==> src/rtl/aes_pkg.sv <==
// Shared AES output-path types and sizes.
package aes_pkg;

  localparam int unsigned AES_BLK_BYTES  = 16;
  localparam int unsigned AXI_BEAT_BYTES = 4;
  localparam int unsigned NBEATS         = AES_BLK_BYTES / AXI_BEAT_BYTES;
  localparam int unsigned AXI_DATA_W     = 8 * AXI_BEAT_BYTES;

  typedef enum logic [1:0] {
    S_IDLE,
    S_FETCH,
    S_CAPT,
    S_SEND
  } out_seq_st_t;

endpackage

==> src/rtl/aes_out_seq_if.sv <==
// AXI4-Stream beat channel carrying AES result words out of the sequencer.
interface aes_out_seq_if #(
  parameter int unsigned DATA_W = aes_pkg::AXI_DATA_W
);

  logic              tvalid;
  logic              tready;
  logic [DATA_W-1:0] tdata;
  logic              tlast;

  modport master (output tvalid, output tdata, output tlast, input tready);
  modport slave  (input tvalid, input tdata, input tlast, output tready);

endinterface

==> src/rtl/aes_out_seq.sv <==
// AES output sequencer: drains each finished 128-bit block from the 16-to-4 byte
// buffer and presents it as NBEATS 32-bit AXI4-Stream beats.
module aes_out_seq #(
  parameter int unsigned NBEATS = aes_pkg::NBEATS,
  parameter int unsigned CNT_W  = 16
) (
  input  logic                           clk,
  input  logic                           resetn,
  input  logic                           en,
  input  logic                           aes_done,
  output logic                           out_busy,
  input  logic                           buf_empty,
  output logic                           buf_wr_en,
  output logic                           buf_req,
  input  logic [aes_pkg::AXI_DATA_W-1:0] buf_o,
  aes_out_seq_if.master                  m_axis,
  output logic [CNT_W-1:0]               blk_cnt,
  output logic                           err_overrun
);

  import aes_pkg::out_seq_st_t;
  import aes_pkg::S_IDLE;
  import aes_pkg::S_FETCH;
  import aes_pkg::S_CAPT;
  import aes_pkg::S_SEND;

  localparam int unsigned       BEAT_W    = (NBEATS > 1) ? $clog2(NBEATS) : 1;
  localparam logic [BEAT_W-1:0] LAST_BEAT = BEAT_W'(NBEATS - 1);

  out_seq_st_t       state;
  logic [BEAT_W-1:0] beat;

  // Buffer-facing strobes; buf_wr_en must be same-cycle with aes_done.
  always_comb begin
    out_busy  = 1'b0;
    buf_wr_en = 1'b0;
    buf_req   = 1'b0;
    out_busy  = (state != S_IDLE) | ~en;
    buf_wr_en = (state == S_IDLE) & en & aes_done & buf_empty;
    buf_req   = (state == S_FETCH);
  end

  always_ff @(posedge clk or negedge resetn) begin
    if (!resetn) begin
      state         <= S_IDLE;
      beat          <= '0;
      blk_cnt       <= '0;
      err_overrun   <= 1'b0;
      m_axis.tvalid <= 1'b0;
      m_axis.tlast  <= 1'b0;
      m_axis.tdata  <= '0;
    end else begin
      // Any result the buffer did not take is lost; remember it until reset.
      if (aes_done && !buf_wr_en) begin
        err_overrun <= 1'b1;
      end
      case (state)
        S_IDLE: begin
          if (buf_wr_en) begin
            state <= S_FETCH;
            beat  <= '0;
          end
        end
        S_FETCH: begin
          state <= S_CAPT;
        end
        S_CAPT: begin
          m_axis.tdata  <= buf_o;
          m_axis.tvalid <= 1'b1;
          m_axis.tlast  <= (beat == LAST_BEAT);
          state         <= S_SEND;
        end
        S_SEND: begin
          if (m_axis.tready) begin
            m_axis.tvalid <= 1'b0;
            m_axis.tlast  <= 1'b0;
            if (beat == LAST_BEAT) begin
              blk_cnt <= blk_cnt + CNT_W'(1);
              beat    <= '0;
              state   <= S_IDLE;
            end else begin
              beat  <= beat + BEAT_W'(1);
              state <= S_FETCH;
            end
          end
        end
        default: state <= S_IDLE;
      endcase
    end
  end

endmodule

==> src/flat_wrapper.sv <==
// flat-port wrapper written by rule: the top's interface ports become plain ports
module aes_out_seq_flat import aes_pkg::out_seq_st_t; import aes_pkg::S_IDLE; import aes_pkg::S_FETCH; import aes_pkg::S_CAPT; import aes_pkg::S_SEND;
#(
  parameter int unsigned NBEATS = aes_pkg::NBEATS,
  parameter int unsigned CNT_W  = 16
)
  (clk, resetn, en, aes_done, out_busy, buf_empty, buf_wr_en, buf_req, buf_o, blk_cnt, err_overrun, m_axis_tvalid, m_axis_tdata, m_axis_tlast, m_axis_tready);
  aes_out_seq_if m_axis_i ();
  input  logic clk;
  input  logic resetn;
  input  logic en;
  input  logic aes_done;
  output logic out_busy;
  input  logic buf_empty;
  output logic buf_wr_en;
  output logic buf_req;
  input  logic [aes_pkg::AXI_DATA_W-1:0] buf_o;
  output logic [CNT_W-1:0] blk_cnt;
  output logic err_overrun;
  output wire logic [$bits(m_axis_i.tvalid)-1:0] m_axis_tvalid;
  output wire logic [$bits(m_axis_i.tdata)-1:0] m_axis_tdata;
  output wire logic [$bits(m_axis_i.tlast)-1:0] m_axis_tlast;
  input wire logic [$bits(m_axis_i.tready)-1:0] m_axis_tready;
  assign m_axis_tvalid = m_axis_i.tvalid;
  assign m_axis_tdata = m_axis_i.tdata;
  assign m_axis_tlast = m_axis_i.tlast;
  assign m_axis_i.tready = m_axis_tready;
  aes_out_seq #(.NBEATS(NBEATS), .CNT_W(CNT_W)) u_core (.clk(clk), .resetn(resetn), .en(en), .aes_done(aes_done), .out_busy(out_busy), .buf_empty(buf_empty), .buf_wr_en(buf_wr_en), .buf_req(buf_req), .buf_o(buf_o), .m_axis(m_axis_i), .blk_cnt(blk_cnt), .err_overrun(err_overrun));
endmodule
==> config.mk <==
export PLATFORM = sky130hd
export DESIGN_NAME = aes_out_seq_flat
export DESIGN_NICKNAME = d
export VERILOG_FILES = /design/src/rtl/aes_pkg.sv /design/src/rtl/aes_out_seq_if.sv /design/src/rtl/aes_out_seq.sv /design/src/flat_wrapper.sv
export SDC_FILE = /design/constraint.sdc
export NUM_CORES = 1
export LEC_CHECK = 0
export ABC_AREA = 1
export CAP_MARGIN = 20
export CORE_AREA = 3 3 83 85
export CTS_CLUSTER_DIAMETER = 200
export CTS_CLUSTER_SIZE = 8
export DETAILED_ROUTE_END_ITERATION = 10
export DIE_AREA = 0 0 86 88
export PLACE_DENSITY = 0.74
export SYNTH_ARGS = -nofsm -noshare
export SYNTH_HDL_FRONTEND = slang
export SYNTH_SLANG_ARGS = --single-unit
==> constraint.sdc <==
create_clock -name clk -period 1.5 [get_ports clk]
set_input_delay 0.375 -clock clk [delete_from_list [all_inputs] [get_ports clk]]
set_output_delay 0.375 -clock clk [all_outputs]
set_load 0.01 [all_outputs]
-- Yosys cells after proc, flatten, opt, wreduce, memory -nomap -nowiden
Cells that the tools add are included.
- flip-flop bits (word level): 55
- bits of input ports: 38
- output and inout bits: 54
- word-level logic and storage cells: 41
- add/sub/neg operators: 2
- eq/ne operators: 6
- multiplexer cells: 11
- bitwise logic cells: 5
- reductions and logical operators: 10
- operator list (operator ; number):
    16-bit by 1-bit adder with 16-bit output, second input constant ; 1
    2-bit two-way mux ; 5
    2-bit case mux with 4 select lines ; 1
    2-bit equality test, second input constant ; 3
    3-bit AND reduction ; 2
    2-bit nonzero test ; 3
    1-bit case mux with 2 select lines ; 2
    2-bit case mux with 2 select lines ; 1
    2-bit AND reduction ; 2
    1-bit AND ; 3
    2-bit by 1-bit adder with 2-bit output, second input constant ; 1
    2-bit by 1-bit equality test with 1-bit output, second input constant ; 1
    2-bit logical NOT ; 1
    1-bit two-way mux ; 2
    2-bit by 1-bit inequality test with 1-bit output, second input constant ; 1
    2-bit inequality test, second input constant ; 1
    1-bit logical AND ; 1
    1-bit logical NOT ; 1
    1-bit NOT ; 1
    1-bit bitwise OR ; 1

-- Logic depth before layout (Yosys ltp)
- depth in word-level cells: 6
- depth in mapped cells: 9
- depth with buffers taken out: 8

-- Worst setup path before layout
Ideal clock, no wire load.
- kind: register to register
- start: register u_core.state[0]
- end: register u_core.m_axis.tdata[10]
- setup time: 0.125 ns
- data arrival time: 1.322 ns
- required time: 1.375 ns
- setup slack: 0.053 ns
- stages on the path, launching flop included: 6
- path buffers: 2
- period minus slack after synthesis: 1.447 ns
- path through: dfrtp_1 -> inv_1 -> ha_1 -> buf_2 -> buf_2 -> mux2_2
- word-level cells in the longest chain between the ends: 1
- RTL lines (item ; line ; text):
    from (decl) ; aes_out_seq.sv:30 ; out_seq_st_t state;
    from (signal assigned) ; aes_out_seq.sv:45 ; state <= S_IDLE;
    from (signal assigned) ; aes_out_seq.sv:60 ; state <= S_FETCH;
    from (signal assigned) ; aes_out_seq.sv:65 ; state <= S_CAPT;
    2-bit equality test ; aes_out_seq.sv:57 ; case (state)
    to (signal assigned) ; aes_out_seq.sv:68 ; m_axis.tdata <= buf_o;
    to (decl) ; aes_out_seq_if.sv:11 ; modport master (output tvalid, output tdata, output tlast, input tready);
No other way between the ends.
A chain may end at the register's enable or synchronous reset.

-- Worst setup path in the final report
- start: register u_core.state[0]
- end: output buf_wr_en
- word-level cells in the longest chain between the ends: 4
- RTL lines (item ; line ; text):
    2-bit logical NOT ; aes_out_seq.sv:39 ; buf_wr_en = (state == S_IDLE) & en & aes_done & buf_empty;
    1-bit AND (3 in a row) ; aes_out_seq.sv:39 ;
    to (decl) ; flat_wrapper.sv:15 ; output logic buf_wr_en;
No other way between the ends.

==> impl_results.md <==
* Hold-fix buffers at CTS at 0
* Largest area contributor in the netlist: dfrtp_1
* Setup CP Type: reg2out
* Sequential-to-total area share from yosys stat at 56.9%
* Die height at 88 microns
* Peak supply drop at 973 uV
* Max-slew headroom at 79.9%
* DR pass1 iterations at 4
* CP Data Arrival Time at 1.21 ns
* Global Route Usage Sum at 15.3%
* First-pass GRT wire length at 9010 microns
* Prevailing post-synth register cell: dfrtp_1
* Hpwl dp at 3930 microns
* Worst r2r path cells at 9
* Setup TNS at -0.202 ns
* Post-synth EDFFs at 0
* Async SR Flop Fraction at 100%
* Area growth from synthesis to layout at 58.0%
* RSZ-0062 raised after global routing: yes
* Top-count cell post-synth: dfrtp_1
* Failing checks: negative setup slack
* Clock Latency Late Sink at 0.31 ns
* Yosys cell types at 22
* R2R setup slack at -0.03 ns
* Root Buffer: clkbuf_8
* DR WL/cell at 13.8 microns
* Final setup fails at 5
* N_diodes at 0
* Share of cells above drive strength 1 at 30.2%
* Syn Area/Cell at 11.6 sq um
* Power per cell area at 1600 mW/mm^2
* Layout Nets at 382
* Fill count at 551
* Largest cells by area after synthesis: dfrtp_1, mux2_2, nand2_1, ha_1, inv_1
* Htree depth at 2
* Routed vias at 1,930
* Row cnt at 29
* Post-Route WL at 5750 microns
* Period Utilization, post-route at 106%
* Startpoint Class: flop
* Largest net degree at the start of global routing at 56
* Synthesized instance count at 209
* 1st-iter DRT viols at 42
* Clk sinks at 55
* Worst-Margin Slew at 0.301 ns
* Fin. max-slew vios at 0
* Grt total ovfl at 0
* Clock Tree Buf Depth at 2
* Clk slew on worst S/H paths at 0.09 ns
* Synth warn at 0
* PortBufs at 91
* GP Congestion at 0.763
* CP Data Required Time at 1.12 ns
* Worst slack, placed at -0.442 ns
* IO Count at 92
* CTS tree: built
* Worst R2R End: u_core.blk_cnt[15]$_DFFE_PN0P_
* Flop and latch count out of synthesis at 55
* Placed insts at 393
* Most common library cells after synthesis: dfrtp_1, nand2_1, mux2_2, inv_1, nor2_1
* PnR worst setup slack at -0.0872 ns
* Net Count, Synth at 254
* Vias per std cell at 4.65
* Die W at 86 microns
* Core area at 0.00628 sq mm
* Tot Pwr at 6.14 mW
* Share of the synthesized area in the top cell type at 56.9%
* Status: complete, but fails checks
* Max Fanout on Critical Path at 3
* Initial Utilization at 38.5%
* Die ar. at 0.00757 sq mm
* Final core occ at 60.9%
* CTS buffer count at 5
* FMAX at 630 MHz
* Antenna violations before repair at 0
* Final std cells w/o fill at 415
* Number of routed nets with antenna violations at 0
* Crit end category: output pin
* MaxCap Viol Count at 0
* Worst Skew at 0.00662 ns
* RR Startpoint: u_core.state[1]$_DFFE_PN0P_
* Leak at 1.83 nW
* Tmin final at 1.59 ns
* Vias in the first global route at 1,924
* Type of the worst min-delay path: in2async
* Final hold vios at 0
* DRC at 0
* Mapped Area at 0.00242 sq mm
==> metrics by stage <==
step | hold slack [ns] | instance area [sq um]
6_report | 0.0474 | 3820
5_1_grt | 0.0673 | 3820
4_1_cts | 0.0557 | 3760
3_5_place_dp | 0.398 | 3590
3_3_place_gp | 0.397 | 3590
2_1_floorplan | 0.0794 | 2420
==> placed cells by master, fill, tap and decap left out, types with 6 or more instances in the layout <==
| cell type | instances |
|---|---|
| nand3_1 | 7 |
| clkdlybuf4s50_1 | 36 |
| inv_1 | 14 |
| nor2_1 | 15 |
| nand2_1 | 30 |
| dfrtp_1 | 55 |
| nand2_2 | 6 |
| buf_4 | 29 |
| dlygate4sd2_1 | 51 |
| mux2_2 | 32 |
==> worst max-delay path by stage <==
stage	cells after the start	slack, ns	startpoint	end
after CTS	5	-0.10	u_core.state[1]$_DFFE_PN0P_	buf_wr_en
after detailed placement	4	-0.44	en	buf_wr_en
after global placement	4	-0.43	aes_done	buf_wr_en
after floorplan	5	0.05	u_core.state[0]$_DFFE_PN0P_	u_core.m_axis.tdata[10]$_DFFE_PN0P_
final	5	-0.09	u_core.state[0]$_DFFE_PN0P_	buf_wr_en
after global routing	5	-0.17	u_core.state[1]$_DFFE_PN0P_	buf_wr_en
==> layout make-up <==
cell class / count / area [sq um] / area share [%]
clock buffer: 5 / 68.8 / 1.80
clock inverter: 3 / 20.0 / 0.524
inverter: 16 / 60.1 / 1.57
multi-input combinational: 133 / 1020 / 26.7
sequential: 55 / 1380 / 36.0
tap: 77 / 96.3 / 2.52
timing repair buffer: 126 / 1180 / 30.9
==> cell families after synthesis <==
group | count (synthesis) | synth area share [%]
AND/OR/NAND/NOR | 76 | 15.4
flip-flops | 55 | 56.9
multiplexers | 33 | 15.4
buffers and inverters | 21 | 3.77
XOR/XNOR | 9 | 3.26
AO/OA/AOI/OAI | 8 | 1.76
adder cells (fa/ha/maj) | 7 | 3.62
==> critical path, cell delays in order (launching register included) <==
cell and delay, ns:
dfrtp_1 0.40, inv_2 0.09, ha_4 0.14, nand4_1 0.09
inv_1 0.07, buf_2 0.12
==> flip-flops by register name, summed over array words and instances (netlist names) <==
| signal | count |
|---|---|
| u_core.blk_cnt | 16 |
| u_core.m_axis.tdata | 32 |
| u_core.beat | 2 |
| u_core.err_overrun | 1 |
| u_core.m_axis.tvalid | 1 |
| u_core.m_axis.tlast | 1 |
| u_core.state | 2 |
==> power breakdown <==
part	leakage [nW]	internal, mW	switching, mW
registers	0.671	2.01	0.237
logic	1.12	1.77	1.31
clock network	0.0402	0.326	0.484
==> routing by layer <==
metal  GRT usage, %  routed length [microns]  vias up
li1               -                        -      938
met1           18.0                     2450      928
met2           27.8                     2890       57
met3           3.76                      343        7
met4           4.32                       59        0
met5              0                        0        -
==> timing repair <==
item	4_1_cts	5_1_grt
resized for setup	77	11
setup endpoints to repair	71	27
pin swaps	1	9
setup buffers	10	6
gates cloned	1	1
(Power assumes the default switching activity.)
